--- config.mk ---
export PLATFORM = sky130hd
export DESIGN_NAME = rf_write_arbiter
export DESIGN_NICKNAME = d
export VERILOG_FILES = /design/src/rtl/arm_pkg.sv /design/src/rtl/aux_wr_fifo.sv /design/src/rtl/rf_write_arbiter.sv
export SDC_FILE = /design/constraint.sdc
export NUM_CORES = 1
export LEC_CHECK = 0
export ABC_AREA = 1
export BUFFER_PORTS_ARGS = -buffer_cell sky130_fd_sc_hd__buf_2
export CORE_AREA = 2 2 134 136
export DETAILED_ROUTE_END_ITERATION = 8
export DIE_AREA = 0 0 136 138
export PLACE_DENSITY = 0.72
export SYNTH_ARGS = -nofsm -noshare
export SYNTH_HDL_FRONTEND = slang
export SYNTH_SLANG_ARGS = --single-unit
--- constraint.sdc ---
create_clock -name clk -period 4.1 [get_ports clk]
set_input_delay 0 -clock clk [delete_from_list [all_inputs] [get_ports clk]]
set_output_delay 0 -clock clk [all_outputs]
set_load 0.05 [all_outputs]
--- src/rtl/arm_pkg.sv ---
// Shared types and constants for the register-file write arbiter.
//   reg_idx_t   : register index (16 registers)
//   word_t      : register data word
//   arb_state_t : arbiter mode; FORCE stalls writeback so the aux FIFO can drain
//   REG_ZERO    : hardwired-zero register; writes to it are dropped
package arm_pkg;

    typedef logic [3:0]  reg_idx_t;
    typedef logic [31:0] word_t;

    typedef enum logic {
        NORMAL = 1'b0,
        FORCE  = 1'b1
    } arb_state_t;

    localparam reg_idx_t REG_ZERO = 4'd0;

endpackage

--- src/rtl/aux_wr_fifo.sv ---
// In-order buffer for aux-unit register writes awaiting a free write port.
// Ports:
//   clk, rst              : clock, synchronous active-high reset
//   push, push_dest/data  : enqueue (caller guarantees !full)
//   pop                   : dequeue head (caller guarantees !empty)
//   full, empty, count    : occupancy
//   head_dest, head_data  : oldest entry
//   ent_valid, ent_dest   : per-slot occupancy and dest, for hazard matching
module aux_wr_fifo #(
    parameter int DEPTH  = 4,
    parameter int DATA_W = 32,
    parameter int ADDR_W = 4
) (
    input  logic                          clk,
    input  logic                          rst,
    input  logic                          push,
    input  logic [ADDR_W-1:0]             push_dest,
    input  logic [DATA_W-1:0]             push_data,
    input  logic                          pop,
    output logic                          full,
    output logic                          empty,
    output logic [$clog2(DEPTH):0]        count,
    output logic [ADDR_W-1:0]             head_dest,
    output logic [DATA_W-1:0]             head_data,
    output logic [DEPTH-1:0]              ent_valid,
    output logic [DEPTH-1:0][ADDR_W-1:0]  ent_dest
);

    localparam int PTR_W = $clog2(DEPTH);
    localparam int CNT_W = PTR_W + 1;

    logic [DEPTH-1:0][ADDR_W-1:0] dest_mem;
    logic [DEPTH-1:0][DATA_W-1:0] data_mem;
    logic [DEPTH-1:0]             vld;
    logic [PTR_W-1:0]             wr_ptr, rd_ptr;
    logic [CNT_W-1:0]             cnt;

    // Payload storage is not reset; the valid bits alone define occupancy.
    always_ff @(posedge clk) begin
        if (rst) begin
            wr_ptr <= '0;
            rd_ptr <= '0;
            cnt    <= '0;
            vld    <= '0;
        end else begin
            // Pop clears before push sets: slots only coincide when full or
            // empty, where the handshakes already exclude the other operation.
            if (pop) begin
                vld[rd_ptr] <= 1'b0;
                rd_ptr      <= rd_ptr + PTR_W'(1);
            end
            if (push) begin
                dest_mem[wr_ptr] <= push_dest;
                data_mem[wr_ptr] <= push_data;
                vld[wr_ptr]      <= 1'b1;
                wr_ptr           <= wr_ptr + PTR_W'(1);
            end
            case ({push, pop})
                2'b10:   cnt <= cnt + CNT_W'(1);
                2'b01:   cnt <= cnt - CNT_W'(1);
                default: cnt <= cnt;
            endcase
        end
    end

    assign full      = (cnt == CNT_W'(DEPTH));
    assign empty     = (cnt == '0);
    assign count     = cnt;
    assign head_dest = dest_mem[rd_ptr];
    assign head_data = data_mem[rd_ptr];
    assign ent_valid = vld;
    assign ent_dest  = dest_mem;

endmodule

--- src/rtl/rf_write_arbiter.sv ---
// Arbitrates the single register-file write port between writeback (priority)
// and a queued aux unit. A starvation counter switches to FORCE, which stalls
// writeback until the aux queue is drained.
// Ports:
//   clk, rst                     : clock, synchronous active-high reset
//   wb_en/dest/value, wb_ack     : writeback request, consumed when wb_ack
//   aux_valid/dest/value, aux_ready : aux result handshake into the queue
//   rf_we/dest/data              : register file write port
//   src1/src2, pend_hit1/2       : decode sources vs. queued aux dests
//   stall_req                    : registered, high while in FORCE
module rf_write_arbiter
    import arm_pkg::*;
#(
    parameter int DEPTH        = 4,
    parameter int STARVE_LIMIT = 8,
    parameter int DATA_W       = 32,
    parameter int ADDR_W       = 4
) (
    input  logic              clk,
    input  logic              rst,
    input  logic              wb_en,
    input  logic [ADDR_W-1:0] wb_dest,
    input  logic [DATA_W-1:0] wb_value,
    output logic              wb_ack,
    input  logic              aux_valid,
    input  logic [ADDR_W-1:0] aux_dest,
    input  logic [DATA_W-1:0] aux_value,
    output logic              aux_ready,
    output logic              rf_we,
    output logic [ADDR_W-1:0] rf_dest,
    output logic [DATA_W-1:0] rf_data,
    input  logic [ADDR_W-1:0] src1,
    input  logic [ADDR_W-1:0] src2,
    output logic              pend_hit1,
    output logic              pend_hit2,
    output logic              stall_req
);

    localparam int CNT_W = $clog2(DEPTH) + 1;
    localparam int SC_W  = $clog2(STARVE_LIMIT) + 1;
    localparam logic [ADDR_W-1:0] ZERO_IDX = ADDR_W'(REG_ZERO);

    arb_state_t                  state, state_nxt;
    logic [SC_W-1:0]             starve_cnt;
    logic                        stall_q;

    logic                        push, pop;
    logic                        full, empty;
    logic [CNT_W-1:0]            count;
    logic [ADDR_W-1:0]           head_dest;
    logic [DATA_W-1:0]           head_data;
    logic [DEPTH-1:0]            ent_valid;
    logic [DEPTH-1:0][ADDR_W-1:0] ent_dest;

    // Aux writes to register 0 complete the handshake but are dropped here,
    // so the queue never holds a dest-0 entry.
    assign aux_ready = !full;
    assign push      = aux_valid && aux_ready && (aux_dest != ZERO_IDX);

    aux_wr_fifo #(
        .DEPTH  (DEPTH),
        .DATA_W (DATA_W),
        .ADDR_W (ADDR_W)
    ) u_fifo (
        .clk       (clk),
        .rst       (rst),
        .push      (push),
        .push_dest (aux_dest),
        .push_data (aux_value),
        .pop       (pop),
        .full      (full),
        .empty     (empty),
        .count     (count),
        .head_dest (head_dest),
        .head_data (head_data),
        .ent_valid (ent_valid),
        .ent_dest  (ent_dest)
    );

    always_comb begin
        state_nxt = state;
        wb_ack    = 1'b0;
        pop       = 1'b0;
        rf_we     = 1'b0;
        rf_dest   = '0;
        rf_data   = '0;
        case (state)
            NORMAL: begin
                if (wb_en) begin
                    wb_ack = 1'b1;
                    if (wb_dest != ZERO_IDX) begin
                        rf_we   = 1'b1;
                        rf_dest = wb_dest;
                        rf_data = wb_value;
                    end
                end else if (!empty) begin
                    pop     = 1'b1;
                    rf_we   = 1'b1;
                    rf_dest = head_dest;
                    rf_data = head_data;
                end
                if (!empty && !pop && starve_cnt == SC_W'(STARVE_LIMIT - 1))
                    state_nxt = FORCE;
            end
            FORCE: begin
                if (!empty) begin
                    pop     = 1'b1;
                    rf_we   = 1'b1;
                    rf_dest = head_dest;
                    rf_data = head_data;
                end
                // Leave once this pop empties the queue (a concurrent push
                // keeps it occupied, so FORCE continues).
                if (empty || (count == CNT_W'(1) && !push))
                    state_nxt = NORMAL;
            end
            default: state_nxt = NORMAL;
        endcase
    end

    always_ff @(posedge clk) begin
        if (rst) begin
            state      <= NORMAL;
            starve_cnt <= '0;
            stall_q    <= 1'b0;
        end else begin
            state      <= state_nxt;
            stall_q    <= (state_nxt == FORCE);
            starve_cnt <= (!empty && !pop) ? starve_cnt + SC_W'(1) : '0;
        end
    end

    assign stall_req = stall_q;

    // Popping entries still match this cycle; pushes are visible next cycle
    // because ent_valid is a registered view of the queue.
    always_comb begin
        pend_hit1 = 1'b0;
        pend_hit2 = 1'b0;
        for (int i = 0; i < DEPTH; i++) begin
            if (ent_valid[i] && ent_dest[i] == src1) pend_hit1 = 1'b1;
            if (ent_valid[i] && ent_dest[i] == src2) pend_hit2 = 1'b1;
        end
        if (src1 == ZERO_IDX) pend_hit1 = 1'b0;
        if (src2 == ZERO_IDX) pend_hit2 = 1'b0;
    end

endmodule
; ---- Word-level counts from Yosys, hierarchy flattened
; Cells that the tools add are included.
[classes]
n_bitwise = 6
eq_ne = 13
magnitude_cmp = 4
mux = 48
n_reduce_logical = 30
add_sub_neg = 5
[op_table]
columns = op, count
row1 = 32-bit two-way mux, 5
row2 = 128-bit bitwise mux, 1
row3 = 32-bit binary-select mux with 2-bit select, 1
row4 = 32-bit demux with 2-bit select, 1
row5 = 32-bit case mux with 2 select lines, 1
row6 = 4-bit == test, 8
row7 = 4-bit two-way mux, 8
row8 = 1-bit two-way mux, 21
row9 = 16-bit bitwise mux, 1
row10 = 1-bit logical AND, 16
row11 = 4-bit binary-select mux with 2-bit select, 1
row12 = 4-bit demux with 2-bit select, 1
row13 = 4-bit zero test, 2
row14 = 4-bit case mux with 2 select lines, 1
row15 = 4-bit nonzero test, 2
row16 = "2-bit by 3-bit less-than comparator with 1-bit output, second input constant", 2
row17 = 1-bit case mux with 2 select lines, 3
row18 = 3-bit case mux with 2 select lines, 1
row19 = 1-bit zero test, 5
row20 = "2-bit by 1-bit adder with 2-bit output, second input constant", 2
row21 = "4-bit by 1-bit adder with 4-bit output, second input constant", 1
row22 = 4-bit AND, 1
row23 = 1-bit demux with 2-bit select, 2
row24 = "4-bit by 3-bit == test with 1-bit output, second input constant", 1
row25 = other kinds (15), 18
[totals]
out_inout_bits = 42
register_bits = 160
wordCells = 120
input_bits = 84

; ---- Logic depth before layout (Yosys ltp)
[logic_depth]
word_depth = 10
ltp_mapped = 12
mapped_depth_nobuf = 11

; ---- Modules after synthesis
; A second synthesis with hierarchy kept.
[unflattened]
cells_unflattened = 703
area_unflattened_um2 = 7390.8
[modules_own_cells]
columns = module, cells_each, seq_area_each_um2, area_per_inst_um2, instances
row1 = aux_wr_fifo, 422, 4544.4, 5998.3, 1
row2 = rf_write_arbiter, 281, 100.1, 1392.6, 1

; ---- Least setup slack after synthesis
; OpenSTA, ideal clock, no wires.
[synth_path]
kind = register to register
startpoint = register u_fifo.cnt[0], in the netlist u_fifo.count[0]
endpoint = register u_fifo.data_mem[0] in the netlist's numbering (enable)
synth_period_minus_slack_ns = 3.373
setup_ns = 0.429
t_arrival_ns = 2.944
required_time_ns = 3.671
setup_slack_ns = 0.727
path_buffers = 0
path_stages_with_launch = 8
path_cell_list = dfxtp_1 > inv_1 > ha_1 > nand2_1 > nand3_2 > inv_1 > nand2_2 > nor2_1
[synth_via]
elab_chain_len = 5
[synth_rtl]
columns = element, line
row1 = start: declaration, aux_wr_fifo.sv:36  ; logic [CNT_W-1:0] cnt;
row2 = start signal: assignment, aux_wr_fifo.sv:59  ; 2'b10: cnt <= cnt + CNT_W'(1);
row3 = start signal: assignment, aux_wr_fifo.sv:60  ; 2'b01: cnt <= cnt - CNT_W'(1);
row4 = start signal: assignment, aux_wr_fifo.sv:61  ; default: cnt <= cnt;
row5 = 3-bit == test, aux_wr_fifo.sv:66  ; assign full = (cnt == CNT_W'(DEPTH));
row6 = 1-bit zero test, rf_write_arbiter.sv:57  ; assign aux_ready = !full;
row7 = net aux_ready, rf_write_arbiter.sv:28  ; output logic aux_ready,
row8 = 1-bit logical AND (2 in series), rf_write_arbiter.sv:58  ; assign push = aux_valid && aux_ready && (aux_dest != ZERO_IDX);
row9 = 2-bit AND reduction (no line), --
row10 = end signal: indexed assignment, aux_wr_fifo.sv:54  ; data_mem[wr_ptr] <= push_data;
row11 = end: declaration, aux_wr_fifo.sv:33  ; logic [DEPTH-1:0][DATA_W-1:0] data_mem;
; The timed path passes the listed nets, and every way through them passes these cells.
; A chain may end at the register's enable or synchronous reset.

; ---- Worst setup path after layout
[layout_path]
startpoint = register u_fifo.rd_ptr[1]
endpoint = output port rf_dest[3]
[layout_via]
elab_chain_len = 5
[layout_rtl]
columns = element, line
row1 = start: declaration, aux_wr_fifo.sv:35  ; logic [PTR_W-1:0] wr_ptr, rd_ptr;
row2 = start signal: assignment, aux_wr_fifo.sv:50  ; rd_ptr <= rd_ptr + PTR_W'(1);
row3 = 4-bit binary-select mux with 2-bit select (*), aux_wr_fifo.sv:69  ; assign head_dest = dest_mem[rd_ptr];
row4 = 4-bit two-way mux (implied by the code) (*), aux_wr_fifo.sv:69
row5 = 4-bit two-way mux (*), "rf_write_arbiter.sv:96, rf_write_arbiter.sv:106"
row6 = 4-bit two-way mux, rf_write_arbiter.sv:89  ; if (wb_en) begin
row7 = 4-bit case mux with 2 select lines (*), rf_write_arbiter.sv:87  ; case (state)
row8 = end: declaration, rf_write_arbiter.sv:30  ; output logic [ADDR_W-1:0] rf_dest,
; Mark *: on every way between the ends. The rest lies on a longest branch, timed or not. The select of a mux whose other input is x is not followed.

==> out/metrics.cfg <==
[place]
dp_hpwl_um=10100
dpl_cell_area_mm2=0.00806
pre_cts_ws_ps=1510
gp_congestion=0.901
port_buffers=125

[floorplanning]
io_pins=126
die_w_um=136
die-area_mm2=0.0188
coreArea_mm2=0.0175
start_util=0.420
rows=49
dieHeight_um=138

[logic_synthesis]
synth_warnings=0
syn-cell-area_mm2=0.00736
syn_nets=825
muxShareOfSynthArea=0
yosys-top-cells-area=edfxtp_1 (59%), nand2_1 (9.2%), nand3_1 (6.1%)
synth_top_family_by_area=simple AND/OR/NAND/NOR gates
synthesis.instances=727
synth-edff-count=144
async_flop_share=0
synth_common_cells=nand2_1 (181), edfxtp_1 (144), nand3_1 (90)
synth_cell_type_count=28
syn_avg_cell_area_um2=10.1
synthFlopType=edfxtp_1
synth_compound_area_frac=0.0718
synth_xor_xnor_area_share=0.0107
synth_top_area_frac=0.588
ys_seq_area_frac=0.631
yosysMostFrequentCell=nand2_1
synth_area_leader_cell=edfxtp_1
synthAdderAreaFrac=0.0238
ys_ff_latch=160
synthSimpleGateAreaFrac=0.190

[sta]
finalCriticalPeriod_ps=2680
fin_ws_ps=1420
slew_headroom=0.225
fmax_mhz=373
min_period_over_period=0.654
fin_tns_setup_ps=0
rsz0062_at_grt=false
drv_slew=0
hold_violations=0
tightest_slew_ps=1160
setup_viol=0
skew_ps=9.10

[clock_tree]
tritoncts=built
worstSkewPairLatency_ps=410
clock_sinks=160
post_cts_resized=0
root_buffer=clkbuf_16
path_clk_slew_ps=60
clockBufferDepth=2
cts_inserted_buffers=17
cts-htree-levels=4

[run]
cap_violations=0

[worst_setup_path]
critPathKind=reg2out
required_ps=4100
cp_max_fo=39
crit_path_end_kind=output port
cp-start-kind=flip-flop
cp.arrival_ps=2680

[global_routing]
grt.overflow.total=0
busiest_layer=met2
grt_max_degree=72
use_met1=0.228
grtUsageMet3=0.0337
antenna_found_initial=0
grt_pass1_wl_um=25200
met2_usage=0.283
grt_pass1_vias=5079
grt_usage=0.173

[detailed_routing]
drtAntennaViolNets=0
drt_iter0_drc=435
drcViolationCount=0
num_vias=5417
wl_um=16100
via_per_inst=4.85
firstDrtPassIters=5
wl_per_cell_um=14.4

[run_status]
status=finished clean

[final_layout]
drive_gt1_frac=0.195
fillCellCount=1560
diodes=0
multi_input_area_mm2=0.00222
final_net_count=973
area_growth_pct=22.2
regArea_mm2=0.00465
design_area_mm2=0.00899

[power_and_ir_drop]
ir_drop_uv=318
p_comb_frac=0.292
p_int_w=0.00308
p_seq_frac=0.410
power_leakage_nw=3.68
cellPowerDensity_mw_per_mm2=537
power_frac_clock=0.298
power_switching_w=0.00174
p_sw_frac=0.361

[worst_hold_path]
min_path_type=in2reg

[cell type report]
cell class / instances / share of cell area
tap: 229 / 0.0319
inverter: 73 / 0.0308
sequential: 160 / 0.517
clock buffer: 18 / 0.0478
multi-input combinational: 459 / 0.247
timing repair buffer: 164 / 0.113
clock inverter: 14 / 0.0128
[cell usage in the layout, fill, tap and decap left out, types with 13 or more instances in the layout]
cell and count:
a21oi_1 13, buf_2 125, clkbuf_16 17, dfxtp_1 14
dlygate4sd3_1 38, edfxtp_1 144, ha_1 14, inv_1 68
nand2_1 181, nand3_1 90, nor2_1 53, o21ai_0 41
o21ai_1 32
[critical path, cell delays in order, from the launching register on]
cell and delay, ps:
dfxtp_2 900, inv_2 550, a21oi_1 250, o21ai_1 90, nand3_1 150, o21ai_0 110, buf_2 220
[stage by stage]
stage               hold WS [ps]   util  instances  power (W)
finish                      17.1  0.512       1117    0.00482
detailed placement           222  0.460       1047    0.00340
CTS                         3.16  0.512       1117    0.00486
floorplan                   98.9      -        727    0.00311
global route                35.2  0.512       1117    0.00507
global placement             217  0.460       1047    0.00338
[logic make-up after synthesis]
family	Yosys count
flip-flops	160
buffers and inverters	108
adder cells (fa/ha/maj)	14
AND/OR/NAND/NOR	336
AO/OA/AOI/OAI	100
XOR/XNOR	9
[repair_timing]
| action | in CTS | in global routing |
|---|---|---|
| setup buffers | 0 | 0 |
| hold endpoints to repair | 150 | 0 |
| hold buffers | 38 | 0 |
[flip-flops by register name, indices dropped and copies added (netlist names)]
register,count
u_fifo.count,3
u_fifo.ent_dest,16
stall_req,1
u_fifo.rd_ptr,2
u_fifo.data_mem,128
u_fifo.ent_valid,4
starve_cnt,4
u_fifo.wr_ptr,2
[metal layers]
metal,up-vias,share of wire
met2,140,0.47
li1,2751,-
met4,0,0.020
met1,2502,0.46
met3,24,0.041
met5,-,0
[worst paths after layout]
kind,from,endpoint,slack (ps),depth (start not counted)
min,wb_en,u_fifo.rd_ptr[0],20,4
max reg2reg,u_fifo.count[0],u_fifo.data_mem[119],1550,7
min reg2reg,starve_cnt[0],starve_cnt[0],450,1
max,u_fifo.rd_ptr[1],rf_dest[3],1420,6
[power groups by stage]
stage | clock network [W] | registers (W) | logic [W]
6_report | 0.00144 | 0.00198 | 0.00141
5_1_grt | 0.00153 | 0.00199 | 0.00155
4_1_cts | 0.00146 | 0.00198 | 0.00142
3_5_place_dp | 0 | 0.00201 | 0.00139
3_3_place_gp | 0 | 0.00201 | 0.00137
2_1_floorplan | 0 | 0.00194 | 0.00117
No activity file was read; power rests on OpenSTA's default activity.
